[src/rtl/mac_pkg.sv]
// Shared constants and types for the mac_v5 streaming multiply-accumulate unit.
package mac_pkg;

    localparam int IN_W_DEF  = 4;
    localparam int GROUP_DEF = 4;
    localparam int OUT_W_DEF = 10;

    // A group of one still needs a 1-bit counter to stay a legal vector.
    localparam int CNT_W_DEF = (GROUP_DEF > 1) ? $clog2(GROUP_DEF) : 1;

    typedef logic [IN_W_DEF-1:0]  operand_t;
    typedef logic [OUT_W_DEF-1:0] result_t;

endpackage

[src/rtl/mac_mult.sv]
// Combinational unsigned IN_W x IN_W multiplier with a full-width 2*IN_W product.
module mac_mult #(
    parameter int IN_W = 4
) (
    input  logic [IN_W-1:0]   a,
    input  logic [IN_W-1:0]   b,
    output logic [2*IN_W-1:0] product
);

    logic [2*IN_W-1:0] a_ext;
    logic [2*IN_W-1:0] b_ext;

    assign a_ext   = {{IN_W{1'b0}}, a};
    assign b_ext   = {{IN_W{1'b0}}, b};
    assign product = a_ext * b_ext;

endmodule

[src/rtl/mac_v5.sv]
// Streaming dot product over GROUP valid operand pairs, one registered result per group.
// Optional MAC_HOLD_OUT_EN: out keeps the last result while out_valid is low.
module mac_v5
    import mac_pkg::*;
#(
    parameter int IN_W  = IN_W_DEF,
    parameter int GROUP = GROUP_DEF,
    parameter int OUT_W = OUT_W_DEF
) (
    input  logic             clk,
    input  logic             rst_n,
    input  logic             in_valid,
    input  logic [IN_W-1:0]  in1_IFM,
    input  logic [IN_W-1:0]  in2_IFM,
    output logic             out_valid,
    output logic [OUT_W-1:0] out
);

    localparam int CNT_W = (GROUP > 1) ? $clog2(GROUP) : 1;
    localparam logic [CNT_W-1:0] LAST = CNT_W'(GROUP - 1);

    logic [2*IN_W-1:0] product;
    logic [OUT_W-1:0]  product_ext;
    logic [OUT_W-1:0]  acc;
    logic [OUT_W-1:0]  result;
    logic [CNT_W-1:0]  cnt;
    logic              valid_q;

    mac_mult #(
        .IN_W(IN_W)
    ) u_mult (
        .a      (in1_IFM),
        .b      (in2_IFM),
        .product(product)
    );

    assign product_ext = OUT_W'(product);

    // in_valid alone qualifies a pair: no ready exists, so every cycle with
    // in_valid=1 is consumed on that edge and operands are ignored otherwise.
    always_ff @(posedge clk or negedge rst_n) begin
        if (!rst_n) begin
            acc     <= '0;
            cnt     <= '0;
            result  <= '0;
            valid_q <= 1'b0;
        end else if (in_valid) begin
            if (cnt == LAST) begin
                result  <= acc + product_ext;
                valid_q <= 1'b1;
                acc     <= '0;
                cnt     <= '0;
            end else begin
                // Sample 0 starts fresh so nothing leaks from a previous group.
                acc     <= (cnt == '0) ? product_ext : acc + product_ext;
                cnt     <= cnt + CNT_W'(1);
                valid_q <= 1'b0;
            end
        end else begin
            valid_q <= 1'b0;
        end
    end

    assign out_valid = valid_q;

`ifdef MAC_HOLD_OUT_EN
    assign out = result;
`else
    assign out = valid_q ? result : '0;
`endif

endmodule

[config.mk]
export PLATFORM = sky130hd
export DESIGN_NAME = mac_v5
export DESIGN_NICKNAME = d
export VERILOG_FILES = /design/src/rtl/mac_pkg.sv /design/src/rtl/mac_mult.sv /design/src/rtl/mac_v5.sv
export SDC_FILE = /design/constraint.sdc
export NUM_CORES = 1
export LEC_CHECK = 0
export CORE_MARGIN = 3
export CORE_UTILIZATION = 60
export DETAILED_ROUTE_END_ITERATION = 10
export PLACE_DENSITY = 0.95
export SYNTH_ARGS = -nofsm -noshare
export SYNTH_HDL_FRONTEND = slang
export SYNTH_SLANG_ARGS = --single-unit
[constraint.sdc]
create_clock -name clk -period 5.9 [get_ports clk]
set_clock_uncertainty 0.05 [all_clocks]
set_input_delay 1.18 -clock clk [delete_from_list [all_inputs] [get_ports clk]]
set_output_delay 1.18 -clock clk [all_outputs]
set_load 0.02 [all_outputs]
==> results.md, run 1 <==
- The run finished with clean final reports.
- The overall die area is roughly 3800 sq um.
- Internal power comes to just under 0.0005 W.
- The net switching power is 0.000365 W.
- The slowest stage of the critical path belongs to the cell sky130_fd_sc_hd__fa_1.
- The global-route wire length before repair is 5.56 mm.
- The congestion estimate from routability-driven global placement came to 0.903.
- The analysis attributes to cell leakage a power of 1.03 nW.
- In the synthesized netlist the async set-or-reset flop fraction comes to 1.00.
- Setup repair after global routing left no endpoint under its margin.
- The count of state elements after synthesis is 23.
- VDD sags by at most about 170 uV.
- The worst hold path terminates at result[9]$_DFFE_PN0P_.
- The number of cells upsized or downsized after cts is 0.
- For this run, the total global-route usage over all layers was measured as 0.194.
- The area growth from synthesis to layout is 13.7%.
- Power comes to between 0.0008 and 0.0009 W.
- In the final timing run, aggregate negative setup slack is 0 ns.
- Pin placement for this block handled 22 I/O pins.
- During placement, the flow inserted port buffers numbering 21.
- The combinational group share of total power is 0.599.
- The share of the clock period used by the worst path after layout is 0.866.
- The total cell area at the placement stage is 2100 sq um.
- Buffers added to address setup during post-CTS repair amount to 0.
- The count of cells along the worst hold path is 2.
- The number of inserted diodes is 0.
- The detailed router placed 1450 vias in this run.
- Counting flops with a built-in enable in the synthesized netlist gives 0.
- By area the synthesized netlist is led by sky130_fd_sc_hd__dfrtp_1 (31%), sky130_fd_sc_hd__ha_1 (15%), sky130_fd_sc_hd__and2_1 (7.7%), sky130_fd_sc_hd__fa_1 (5.4%), sky130_fd_sc_hd__inv_1 (4.0%).
- The biggest cell delay along the critical path is 0.56 ns.
- The mean post-synth cell area is a little over 9 sq um.
- After detailed routing, the number of remaining DRC violations is 0.
- The synthesized netlist contains 36 unique library cells.
- The largest buffer count on any clock path is 2.
- Traced cell by cell, the critical path runs through clkdlybuf4s50_1 -> nand2_1 -> fa_1 -> inv_1 -> fa_1 -> inv_1 -> fa_1 -> inv_1 -> a21o_1 -> a21oi_1 -> xnor2_1 -> ha_1 -> a21o_1 -> a21o_1 -> o21ai_1 -> mux2_2 -> o21ai_0.
- In the synthesized netlist the dominant register cell turns out to be sky130_fd_sc_hd__dfrtp_1.
- The area of the placeable core is between 2000 and 3000 sq um.
- The share of the synthesized area in compound gates (AO/OA/AOI/OAI) is 0.172.
- Of the synthesized area, sequential elements account for 0.308.
- The library cell used as clock root buffer is sky130_fd_sc_hd__clkbuf_4.
- Of the total synthesized cell area, the portion taken by full adders, half adders and majority gates is 0.201.
- The worst register-to-register path begins at acc[0]$_DFFE_PN0P_.
- The share of the synthesized area in the top cell type is 0.308.
- The clock network latency to the later pin of the worst-skew pair is 0.32 ns.
- In the final layout, the share of cells above drive strength 1 is 0.0531.
- Tracing the worst setup path back leads to its startpoint at in1_IFM[0].
- The first-pass iteration count of the detailed router is 4.
- The worst hold path begins at result[9]$_DFFE_PN0P_.
- Of the total power, the clock network draws 0.088.
- The number of endpoints with negative hold slack in the final report is 0.
- The initial antenna violation count is 0.
- The clock-pin slew on the worst setup and hold paths is about 0.12 ns.
- Hold repair after CTS inserted 0 buffers.
- Summed over all layers, the routed wires come to 3.19 mm.
- The kind of capture point of the worst setup path is a flop.
- Along the worst path, the maximum fanout reaches 7.
- The tightest min-delay check is of the flop to flop type.
- The biggest area contributor in the post-synthesis netlist is sky130_fd_sc_hd__dfrtp_1.
- The via count of the first global-routing pass is 1306.
- The simple-gate portion of the synthesized area is 0.160.
- The floorplan has 19 rows.
- The slack of the worst reg-to-reg path is 3.75 ns.
- After detailed routing, the average wire length per cell comes to about 12 um.
- The data arrival time at the worst-slack endpoint is 5.29 ns.
- The detailed placer's ending HPWL is 2.60 mm.
- Global routing finished with a remaining overflow of 0.
- The transition time at the pin with the least slew margin is between 1 and 1.5 ns.
- The remaining max-slew budget at the tightest pin is 0.303.
- Dividing the detail-routed via count by the number of cells gives 5.64.
- For this design the ratio of total power to cell area is 398 nW/um^2.
- By area, the combinational part of the netlist is dominated by adder cells.
- Once detail routing completed, the nets flagged for antenna violations numbered 0.
- The synthesized area is 1870 sq um.
- The number of H-tree branching levels is 1.
- The count of pins over their slew limit was 0.
- The count of synthesis-stage warnings from yosys is 0.
- The clock tree from TritonCTS is yes.
- The kind of launch point of the worst setup path is an input pin.
- From bottom edge to top edge, the die measures 61.8 um.
- Counting the fill cells in the layout gives 220.
- For the worst setup path, the data required time is 6.09 ns.
- Synthesis produced a netlist whose cell count is 206.
- Of the total power, the share spent switching nets is 0.431.
- Clock tree synthesis inserted a total of 3 buffers.
- Setup violations remaining at the end of the flow were counted as 0.
- The number of maximum-capacitance constraint violations is 0.
- The part of the power in registers is 0.313.
- The die is 61.8 um wide.
- The clock period could shrink to 5.11 ns.
- Counting cells, the worst reg-to-reg path comes to 9.
- Based on the critical path, the design can be clocked at up to slightly below 200 MHz.
- The critical path in this run is classified as input pin to flop.
- The number of nets in the synthesized netlist is about 240.
- The initial DRC count is 39.
- The portion of synthesized area spent on multiplexers is 0.0629.
- Entering global routing, the biggest net connects 24 pins.
- The xor and xnor fraction of the mapped netlist area is 0.0468.
- The starting density of the core is 0.656.
- The end of the worst register-to-register path is result[8]$_DFFE_PN0P_.
- Counting every sink on the clock net gives 23.
- The net total in the final layout is 265.
- The area of all placed cells without fillers is 2130 sq um.
cells in the mapped netlist (2+ instances only):
master and number:
sky130_fd_sc_hd__mux2_2 6, sky130_fd_sc_hd__ha_1 22, sky130_fd_sc_hd__xnor2_1 6, sky130_fd_sc_hd__mux2i_1 5, sky130_fd_sc_hd__dfrtp_1 23, sky130_fd_sc_hd__a31oi_1 3, sky130_fd_sc_hd__nor2_1 6, sky130_fd_sc_hd__clkbuf_1 4
sky130_fd_sc_hd__fa_1 5, sky130_fd_sc_hd__a21oi_1 14, sky130_fd_sc_hd__o22ai_1 4, sky130_fd_sc_hd__nand3_1 2, sky130_fd_sc_hd__and2_1 23, sky130_fd_sc_hd__a21o_1 6, sky130_fd_sc_hd__nor3_1 2, sky130_fd_sc_hd__xor2_1 4
sky130_fd_sc_hd__nand2b_1 4, sky130_fd_sc_hd__o21ai_1 2, sky130_fd_sc_hd__o21ai_0 14, sky130_fd_sc_hd__nand2_1 16, sky130_fd_sc_hd__inv_1 20
how the worst max path moves through the flow:
stage                     slack (ns)                  to  cells past startpoint
after floorplan                 1.24  acc[9]$_DFFE_PN0P_                     16
after global placement          0.60  acc[9]$_DFFE_PN0P_                     17
after detailed placement        0.45  acc[9]$_DFFE_PN0P_                     17
after CTS                       0.78  acc[9]$_DFFE_PN0P_                     17
after global routing            0.60  acc[9]$_DFFE_PN0P_                     17
final                           0.79  acc[9]$_DFFE_PN0P_                     17
worst max-delay path, delay by kind of cell:
kind                       cells  cell delay [ns]
adders and majority gates      4             1.88
AOI/OAI and AO/OA              6             0.85
buffers and inverters          4             0.70
muxes                          1             0.36
xor gates and xnor gates       1             0.22
and+or+nand+nor                1             0.09
area by class of cell:
type	instances	area [sq um]	share of cell area
multi-input combinational	158	1200	0.565
inverter	20	75.1	0.0353
sequential	23	576	0.271
timing repair buffer	21	210	0.0988
clock buffer	4	26.3	0.0124
tap	31	38.8	0.0182
through the flow:
step	util	std cells	hold WS (ns)	worst slack (ns)
6_report	0.746	257	0.440	0.792
5_1_grt	0.746	257	0.464	0.598
4_1_cts	0.746	257	0.444	0.781
3_5_place_dp	0.736	253	0.414	0.447
3_3_place_gp	0.736	253	0.405	0.596
2_1_floorplan	-	206	0.392	1.24
power groups by stage:
stage          Combinational [W]  Sequential [W]  Clock [W]
2_1_floorplan           0.000400        0.000260          0
4_1_cts                 0.000507        0.000265  0.0000761
5_1_grt                 0.000575        0.000273  0.0000848
6_report                0.000508        0.000265  0.0000744
3_3_place_gp            0.000488        0.000266          0
3_5_place_dp            0.000503        0.000270          0
layout by cell type, fill, tap and decap left out, types with 2 or more instances in the layout:
| cell type | instances |
|---|---|
| sky130_fd_sc_hd__clkbuf_4 | 3 |
| sky130_fd_sc_hd__ha_1 | 22 |
| sky130_fd_sc_hd__nand2_1 | 16 |
| sky130_fd_sc_hd__inv_1 | 20 |
| sky130_fd_sc_hd__nand2b_1 | 4 |
| sky130_fd_sc_hd__nor2_1 | 6 |
| sky130_fd_sc_hd__o22ai_1 | 4 |
| sky130_fd_sc_hd__mux2i_1 | 5 |
| sky130_fd_sc_hd__and2_1 | 23 |
| sky130_fd_sc_hd__nor3_1 | 2 |
| sky130_fd_sc_hd__a21oi_1 | 14 |
| sky130_fd_sc_hd__o21ai_0 | 14 |
| sky130_fd_sc_hd__a31oi_1 | 3 |
| sky130_fd_sc_hd__mux2_2 | 6 |
| sky130_fd_sc_hd__fa_1 | 5 |
| sky130_fd_sc_hd__clkdlybuf4s50_1 | 21 |
| sky130_fd_sc_hd__xnor2_1 | 6 |
| sky130_fd_sc_hd__nand3_1 | 2 |
| sky130_fd_sc_hd__xor2_1 | 4 |
| sky130_fd_sc_hd__dfrtp_1 | 23 |
| sky130_fd_sc_hd__a21o_1 | 6 |
| sky130_fd_sc_hd__o21ai_1 | 2 |
cell families after synthesis:
kind of cell    Yosys count
simple gates             57
compound gates           53
fa+ha+maj                27
buf+inv                  25
flops                    23
mux                      11
xor+xnor                 10
routing by layer:
layer | up-vias | track usage | part of all wire | wire length [um]
li1 | 747 | - | - | -
met1 | 654 | 0.274 | 0.48 | 1520
met2 | 46 | 0.305 | 0.45 | 1450
met3 | 3 | 0.0269 | 0.059 | 189
met4 | 0 | 0.0697 | 0.0085 | 27
met5 | - | 0 | 0 | 0
registers in the layout (all words and copies together) (netlist names):
name / count
cnt: 2
acc: 10
result: 10
out_valid: 1
Power figures use the tool's default switching activity.
==> inputs of run 2 (changes only) <==
--- a/config.mk
+++ b/config.mk
@@ -11,4 +11,5 @@
 export PLACE_DENSITY = 0.95
 export SYNTH_ARGS = -nofsm -noshare
 export SYNTH_HDL_FRONTEND = slang
+export SYNTH_HIERARCHICAL = 1
 export SYNTH_SLANG_ARGS = --single-unit
==> run 2 against run 1 <==
Synthesized cell count is 4.4% higher. First-iteration DRC count is 85% higher. Register-to-register slack better by 0.10 ns. Design area is 4.8% higher. Setup slack worse by 0.044 ns. Sequential cell count stayed put. Fmax is 0.85% lower. Sequential share of layout area is 1.2 points lower. Critical path type unchanged. Largest power group unchanged. Highest routed layer unchanged.
==> results.md, run 2 <==
- The count of state elements after synthesis is 23 (unchanged).
- The average vias per placed instance is 5.71 (+1.3%).
- The clock period minus final worst setup slack came to 5.15 ns (+0.0436 ns).
- The overall fraction of global-route tracks in use is 0.210 (+0.0158).
- The predominant post-synthesis flop cell is sky130_fd_sc_hd__dfrtp_1.
- Summed over all instances, the cell type with the most area after synthesis is sky130_fd_sc_hd__dfrtp_1.
- The data required time of the critical path came to 6.04 ns (-0.05 ns).
- The first-pass iteration count of the detailed router was 5 (+1).
- The run finished with clean final reports.
- The number of nets with antenna violations after detailed routing is 0 (unchanged).
- The count of different cell masters after synthesis was 43 (+19%).
- The net switching power is 0.000387 W (+6.1%).
- The overall die area is 3970 sq um (+3.9%).
- The detailed placer's ending HPWL is 2.95 mm (+14%).
- TritonCTS built the clock tree.
- The initial DRC count was 72 (+85%).
- The via count of the first global-routing pass is 1571 (+20%).
- The sequential fraction of the synthesis area is 0.295 (-0.0128).
- The total power is 0.000853 W (+0.75%).
- The pin count of the biggest net entering global routing is 27 (+13%).
- The total setup violations reported at the end of the flow came to 0 (unchanged).
- The area added between synthesis and finish is 14.2%.
- The buffer count from post-CTS setup fixing came to 0 (unchanged).
- In the final layout, the registers with the most flip-flops are acc x10, result x10, cnt x2.
- The library cell used as clock root buffer is sky130_fd_sc_hd__clkbuf_4.
- The global-route wire length before repair was 6.75 mm (+21%).
- The commonest cells after synthesis are sky130_fd_sc_hd__and2_1 (23), sky130_fd_sc_hd__dfrtp_1 (23), sky130_fd_sc_hd__ha_1 (22).
- The fraction of layout instances using a drive strength above 1 was 0.0766 (+0.0235).
- Sorting the synthesized cells by area gives the leading types as sky130_fd_sc_hd__dfrtp_1 (29%), sky130_fd_sc_hd__ha_1 (14%), sky130_fd_sc_hd__and2_1 (7.4%), sky130_fd_sc_hd__fa_1 (5.1%), sky130_fd_sc_hd__nand2_1 (3.8%).
- The share of the clock period used by the worst path after layout was 0.873 (+0.00739).
- The worst setup path startpoint is in1_IFM[0].
- The portion of total power attributed to the clock network is 0.086 (-0.002).
- The initial antenna violation count came to 0 (unchanged).
- The starting density of the core came to 0.634 (-0.0216).
- The maximum clock frequency is 194 MHz (-0.85%).
- The count of mapped cells out of synthesis is 215 (+4.4%).
- The number of H-tree branching levels is 1 (unchanged).
- The number of port buffers is 21 (unchanged).
- The kind of capture point of the worst setup path is a flop.
- The data arrival time at the worst-slack endpoint was 5.29 ns (about the same).
- The remaining max-slew budget at the tightest pin came to 0.343 (+0.0404).
- The largest buffer count on any clock path was 2 (unchanged).
- The count of flip-flops with a built-in enable after synthesis came to 0 (unchanged).
- The fraction of power spent switching nets is 0.454 (+0.0231).
- The setup TNS after final layout was 0 ns (unchanged).
- The transition time at the pin with the least slew margin is 0.982 ns (-0.0604 ns).
- Setup repair after global routing left no endpoint under its margin.
- The overall routed net length is 3.76 mm (+18%).
- The number of nets produced by synthesis is 253 (+3.7%).
- The path type of the worst min-delay path is flop to flop.
- The count of pins over their slew limit was 0 (unchanged).
- The clock-pin slew on the worst setup and hold paths was 0.12 ns (about the same).
- The overflow left after global routing is 0 (unchanged).
- The number of remaining DRC errors came to 0 (unchanged).
- The part of the power in registers is 0.301 (-0.012).
- The number of inserted diodes is 0 (unchanged).
- The peak supply drop is 119 uV (-29%).
- The mean post-synth cell area came to 9.08 sq um (about the same).
- The share of flip-flops with an asynchronous set or reset after synthesis came to 1.00 (unchanged).
- The number of clock buffers inserted by TritonCTS is 3 (unchanged).
- The worst setup path is launched from an input pin.
- The number of buffers inserted by hold repair at cts came to 0 (unchanged).
- The number of standard-cell rows in the floorplan is 20 (+1).
- The net total in the final layout was 274 (+3.4%).
- The vertical extent of the die is 63.0 um (+1.9%).
- In this run the most critical hold path is launched from result[1]$_DFFE_PN0P_.
- The synthesized area is 1950 sq um (+4.3%).
- The maximum fanout encountered on the critical timing path is 5 (-2).
- The routed via count is 1594 (+9.9%).
- The die width was 63.0 um (+1.9%).
- The static leakage power was 1.04 nW (+0.72%).
- The critical path class is input pin to flop.
- The number of primary I/O pins was 22 (unchanged).
- The number of cells upsized or downsized after cts is 0 (unchanged).
- The final routed wire length divided by cell count is 13.5 um (+8.6%).
- The global placer's final weighted congestion came to 0.838 (-7.2%).
- The combinational group share of total power is 0.612 (+0.013).
- The critical register-to-register path startpoint is acc[0]$_DFFE_PN0P_.
- The TritonCTS sink count is 23 (unchanged).
- The power density over the cells came to 383 nW/um^2 (-3.8%).
- The cell-internal power is 0.000466 W (-3.3%).
- The count of synthesis-stage warnings from yosys is 6 (+6).
- The clock network latency to the later pin of the worst-skew pair is 0.32 ns (about the same).
- The number of endpoints with negative hold slack in the final report is 0 (unchanged).
- The number of maximum-capacitance constraint violations came to 0 (unchanged).
- In the layout the commonest cells are sky130_fd_sc_hd__and2_1 (23), sky130_fd_sc_hd__dfrtp_1 (23), sky130_fd_sc_hd__ha_1 (22).
- The share of the synthesized area in the top cell type came to 0.295 (-0.0128).
- The area of the placeable core is 3080 sq um (+7.9%).
run 2: cell types whose count changed after synthesis, sizes merged, moves of 4 or more:
cell	change
inv	-7
a21oi	-4
nand2	+4
nand3	+4
nor2	+5
mux2	-4
run 2: power by group through the flow:
stage | registers [W] | logic (W) | clock network, W
final | 0.000257 | 0.000522 | 0.0000737
after global routing | 0.000266 | 0.000585 | 0.0000821
after CTS | 0.000257 | 0.000518 | 0.0000744
after detailed placement | 0.000261 | 0.000511 | 0
after global placement | 0.000258 | 0.000494 | 0
after floorplan | 0.000250 | 0.000402 | 0
run 2: worst paths after layout:
path / slack [ns] / to / depth (start not counted)
setup reg to reg: 3.85 / result[6]$_DFFE_PN0P_ / 8
min in group asynchronous: 1.34 / acc[8]$_DFFE_PN0P_ / 1
max in group asynchronous: 3.87 / acc[4]$_DFFE_PN0P_ / 1
hold / removal: 0.44 / result[1]$_DFFE_PN0P_ / 2
setup / recovery: 0.75 / result[9]$_DFFE_PN0P_ / 15
hold reg to reg: 0.44 / result[1]$_DFFE_PN0P_ / 2
run 2: cell type report:
| class | count | area (sq um) |
|---|---|---|
| repair buffers | 22 | 218 |
| inverters | 13 | 48.8 |
| flip-flops and latches | 23 | 576 |
| clock inverters | 1 | 5.00 |
| multi-input cells | 173 | 1300 |
| clock buffers | 3 | 22.5 |
| well taps | 44 | 55.1 |
| fillers | 228 | 850 |
run 2: per-layer routing:
metal  up-vias  part of all wire  track usage
met3         9             0.047       0.0342
li1        802                 -            -
met5         -                 0            0
met1       733              0.43        0.261
met2        50              0.50        0.358
met4         0             0.024       0.0882
run 2: worst max-delay path, stage by stage:
cell and delay (ns):
sky130_fd_sc_hd__clkdlybuf4s50_1 0.50, sky130_fd_sc_hd__nand2_1 0.09, sky130_fd_sc_hd__fa_1 0.54, sky130_fd_sc_hd__inv_1 0.06
sky130_fd_sc_hd__fa_1 0.52, sky130_fd_sc_hd__ha_1 0.34, sky130_fd_sc_hd__a211oi_2 0.24, sky130_fd_sc_hd__nor3_1 0.08
sky130_fd_sc_hd__or3b_1 0.40, sky130_fd_sc_hd__ha_1 0.39, sky130_fd_sc_hd__a21oi_1 0.30, sky130_fd_sc_hd__o211ai_1 0.14
sky130_fd_sc_hd__o21ai_0 0.27, sky130_fd_sc_hd__xor2_1 0.16, sky130_fd_sc_hd__o21ai_0 0.08
run 2: kinds of logic (layout without fill, tap and decap cells):
family          after synthesis  after routing  share of synthesized area
flops                        23             23                      0.295
mux                           7              7                     0.0372
compound gates               53             53                      0.184
simple gates                 76             76                      0.210
xor+xnor                     10             10                     0.0449
buf+inv                      19             39                     0.0372
fa+ha+maj                    27             27                      0.192
run 2: stage by stage:
stage	instances	hold WS, ns	worst slack [ns]	utilization	area (sq um)
after floorplan	215	0.388	1.20	-	1950
after global placement	275	0.403	0.549	0.715	2200
after detailed placement	275	0.417	0.437	0.715	2200
after CTS	279	0.446	0.767	0.724	2230
after global routing	279	0.477	0.449	0.724	2230
final	279	0.443	0.749	0.724	2230
==> inputs of run 3 (changes only) <==
--- a/config.mk
+++ b/config.mk
@@ -5,11 +5,14 @@
 export SDC_FILE = /design/constraint.sdc
 export NUM_CORES = 1
 export LEC_CHECK = 0
+export CORE_ASPECT_RATIO = 0.8
 export CORE_MARGIN = 3
 export CORE_UTILIZATION = 60
 export DETAILED_ROUTE_END_ITERATION = 10
 export PLACE_DENSITY = 0.95
+export SLEW_MARGIN = 10
 export SYNTH_ARGS = -nofsm -noshare
 export SYNTH_HDL_FRONTEND = slang
 export SYNTH_HIERARCHICAL = 1
 export SYNTH_SLANG_ARGS = --single-unit
+export TNS_END_PERCENT = 50
==> run 3 against run 2 <==
Sequential power is essentially flat. Non-clock buffer count shrank 1. Via count grew 0.50%. Utilization grew 3.6 points. Clock power grew 32%. Worst hold slack lost 0.021 ns. Sequential share of layout area is essentially flat. Clock-buffer cell count grew 1. Setup slack lost 0.15 ns. Highest routed layer unchanged. First-iteration DRC count grew 89%. Critical path type unchanged. Combinational power is essentially flat.
==> results.md, run 3 (synthesized netlist as in run 2, its figures left out) <==
- STA classifies the critical path endpoint as a flop.
- The number of primary I/O pins is 22 (unchanged).
- The data required time of the critical path is 5.97 ns (-0.07 ns).
- The number of clock buffers inserted by TritonCTS is 3 (unchanged).
- The kind of launch point of the worst setup path is an input pin.
- The remaining max-slew budget at the tightest pin is 0.327 (-0.0166).
- TritonCTS built the clock tree.
- The number of buffers inserted by hold repair at cts is 0 (unchanged).
- The overall routed net length came to 4.02 mm (+7.0%).
- The overall fraction of global-route tracks in use was 0.220 (+0.00982).
- The net switching power is 0.000388 W (+0.18%).
- The net total in the final layout is 273 (-0.36%).
- The final routed wire length divided by cell count is 14.8 um (+9.7%).
- The global-route wire length before repair is 7.24 mm (+7.3%).
- The largest registers in the layout are acc x10, result x10, cnt x2.
- The critical path class is input pin to flop.
- The number of standard-cell rows in the floorplan is 17 (-15%).
- The initial DRC count was 136 (+89%).
- The data arrival time at the worst-slack endpoint was 5.37 ns (+0.08 ns).
- The largest buffer count on any clock path is 2 (unchanged).
- The part of the power in registers is 0.293 (-0.008).
- The number of inserted diodes is 0 (unchanged).
- The biggest cell delay along the critical path is 0.54 ns (about the same).
- The initial antenna violation count was 0 (unchanged).
- The total cell area at the placement stage is 2190 sq um (-0.68%).
- The vertical extent of the die came to 57.0 um (-9.6%).
- The overall die area was 3980 sq um (+0.11%).
- The routed via count is 1602 (+0.50%).
- The run finished with clean final reports.
- The transition time at the pin with the least slew margin is 1.01 ns (+0.0249 ns).
- The via count of the first global-routing pass is 1585 (+0.89%).
- The share of the core filled with cells came to 0.760 (+0.0360).
- The number of maximum-capacitance constraint violations is 0 (unchanged).
- The combinational group share of total power came to 0.597 (-0.015).
- The static leakage power was 1.04 nW (about the same).
- The area of all placed cells without fillers is 2230 sq um (+0.11%).
- The buffer count from post-CTS setup fixing came to 0 (unchanged).
- From synthesis to final layout, the design area changed by 14.3%.
- The detailed placer's ending HPWL is 3.19 mm (+8.2%).
- The power density over the cells is 393 nW/um^2 (+2.8%).
- The total setup violations reported at the end of the flow came to 0 (unchanged).
- The number of nets with antenna violations after detailed routing is 0 (unchanged).
- The fraction of power spent switching nets is 0.442 (-0.0119).
- The clock period minus final worst setup slack is 5.30 ns (+0.145 ns).
- The starting density of the core is 0.665 (+0.0308).
- The share of the clock period used by the worst path after layout is 0.898 (+0.0246).
- The clock-pin slew on the worst setup and hold paths was 0.08 ns (-0.04 ns).
- The path type of the worst min-delay path is flop to flop.
- The cell-internal power was 0.000490 W (+5.1%).
- The worst-case hold slack came to 0.422 ns (-0.0206 ns).
- The clock network latency to the later pin of the worst-skew pair is 0.26 ns (-0.06 ns).
- In this design, the largest share of critical-path delay is due to adder cells.
- The post-route worst setup slack is 0.604 ns (-0.145 ns).
- The pin count of the biggest net entering global routing is 27 (unchanged).
- The signal on the critical path passes through clkdlybuf4s50_1 -> nand2_1 -> fa_1 -> inv_1 -> fa_1 -> ha_1 -> a211oi_2 -> nor3_1 -> or3b_1 -> ha_1 -> a21oi_1 -> o211ai_1 -> o21ai_0 -> xor2_1 -> o21ai_0.
- The fraction of layout instances using a drive strength above 1 is 0.0684 (-0.00822).
- The global placer's final weighted congestion was 0.907 (+8.2%).
- The number of remaining DRC errors was 0 (unchanged).
- The setup TNS after final layout is 0 ns (unchanged).
- The area of the placeable core came to 2940 sq um (-4.6%).
- The buffer and inverter count on the worst path is 2 (unchanged).
- The maximum clock frequency is 189 MHz (-2.7%).
- The number of H-tree branching levels is 1 (unchanged).
- The count of pins over their slew limit came to 0 (unchanged).
- The peak supply drop was 302 uV (+150%).
- The number of endpoints with negative hold slack in the final report was 0 (unchanged).
- Leaving out fill and tap cells, the most frequent cells in the layout are sky130_fd_sc_hd__and2_1 (23), sky130_fd_sc_hd__dfrtp_1 (23), sky130_fd_sc_hd__ha_1 (22).
- The average vias per placed instance is 5.89 (+3.1%).
- The die width came to 69.8 um (+11%).
- The tree is rooted in a sky130_fd_sc_hd__clkbuf_8.
- The number of cells upsized or downsized after cts was 0 (unchanged).
- The first-pass iteration count of the detailed router was 4 (-1).
- The highest-delay cell along the critical path is sky130_fd_sc_hd__fa_1.
- The worst slack at placement came to 0.375 ns (-0.0617 ns).
- The portion of total power attributed to the clock network was 0.111 (+0.025).
- The TritonCTS sink count is 23 (unchanged).
- The overflow left after global routing is 0 (unchanged).
- Setup repair after global routing left no endpoint under its margin.
- The number of port buffers is 21 (unchanged).
- The maximum fanout encountered on the critical timing path was 5 (unchanged).
[run 3: cell count changes in the layout (fill, tap and decap cells not counted), sizes merged]
cell	before	now
buf	1	0
clkbuf	3	4
clkinv	1	0
[run 3: final cells by class]
type | instances | area (sq um)
Timing Repair Buffer | 21 | 210
Sequential cell | 23 | 576
Tap cell | 38 | 47.5
Fill cell | 208 | 704
Inverter | 13 | 48.8
Multi-Input combinational cell | 173 | 1300
Clock buffer | 4 | 45.0
[run 3: metal layers]
| metal | track usage | wire length, um | part of all wire | vias up |
|---|---|---|---|---|
| li1 | - | - | - | 790 |
| met1 | 0.328 | 1920 | 0.48 | 770 |
| met2 | 0.349 | 1910 | 0.48 | 40 |
| met3 | 0.0387 | 184 | 0.046 | 2 |
| met4 | 0.0246 | 5 | 0.0012 | 0 |
| met5 | 0 | 0 | 0 | - |
[run 3: power groups by stage]
stage	Clock [W]	Combinational, W	Sequential (W)
global route	0.000106	0.000588	0.000266
finish	0.0000974	0.000524	0.000257
CTS	0.0000993	0.000520	0.000258
floorplan	0	0.000402	0.000250
detailed placement	0	0.000516	0.000261
global placement	0	0.000494	0.000258
[run 3: per-stage QoR]
stage / power (W) / cells
2_1_floorplan: 0.000652 / 215
3_3_place_gp: 0.000752 / 268
3_5_place_dp: 0.000777 / 268
4_1_cts: 0.000877 / 272
5_1_grt: 0.000960 / 272
6_report: 0.000878 / 272
[run 3: path summary, 6_finish.rpt]
check | cells after the start | from | to | slack (ns)
min in group asynchronous | 1 | rst_n | acc[5]$_DFFE_PN0P_ | 1.41
max in group asynchronous | 1 | rst_n | acc[6]$_DFFE_PN0P_ | 3.77
max reg2reg | 8 | acc[0]$_DFFE_PN0P_ | result[6]$_DFFE_PN0P_ | 3.85
min reg2reg | 1 | result[4]$_DFFE_PN0P_ | result[4]$_DFFE_PN0P_ | 0.42
min | 1 | result[4]$_DFFE_PN0P_ | result[4]$_DFFE_PN0P_ | 0.42
max | 15 | in1_IFM[0] | result[9]$_DFFE_PN0P_ | 0.60
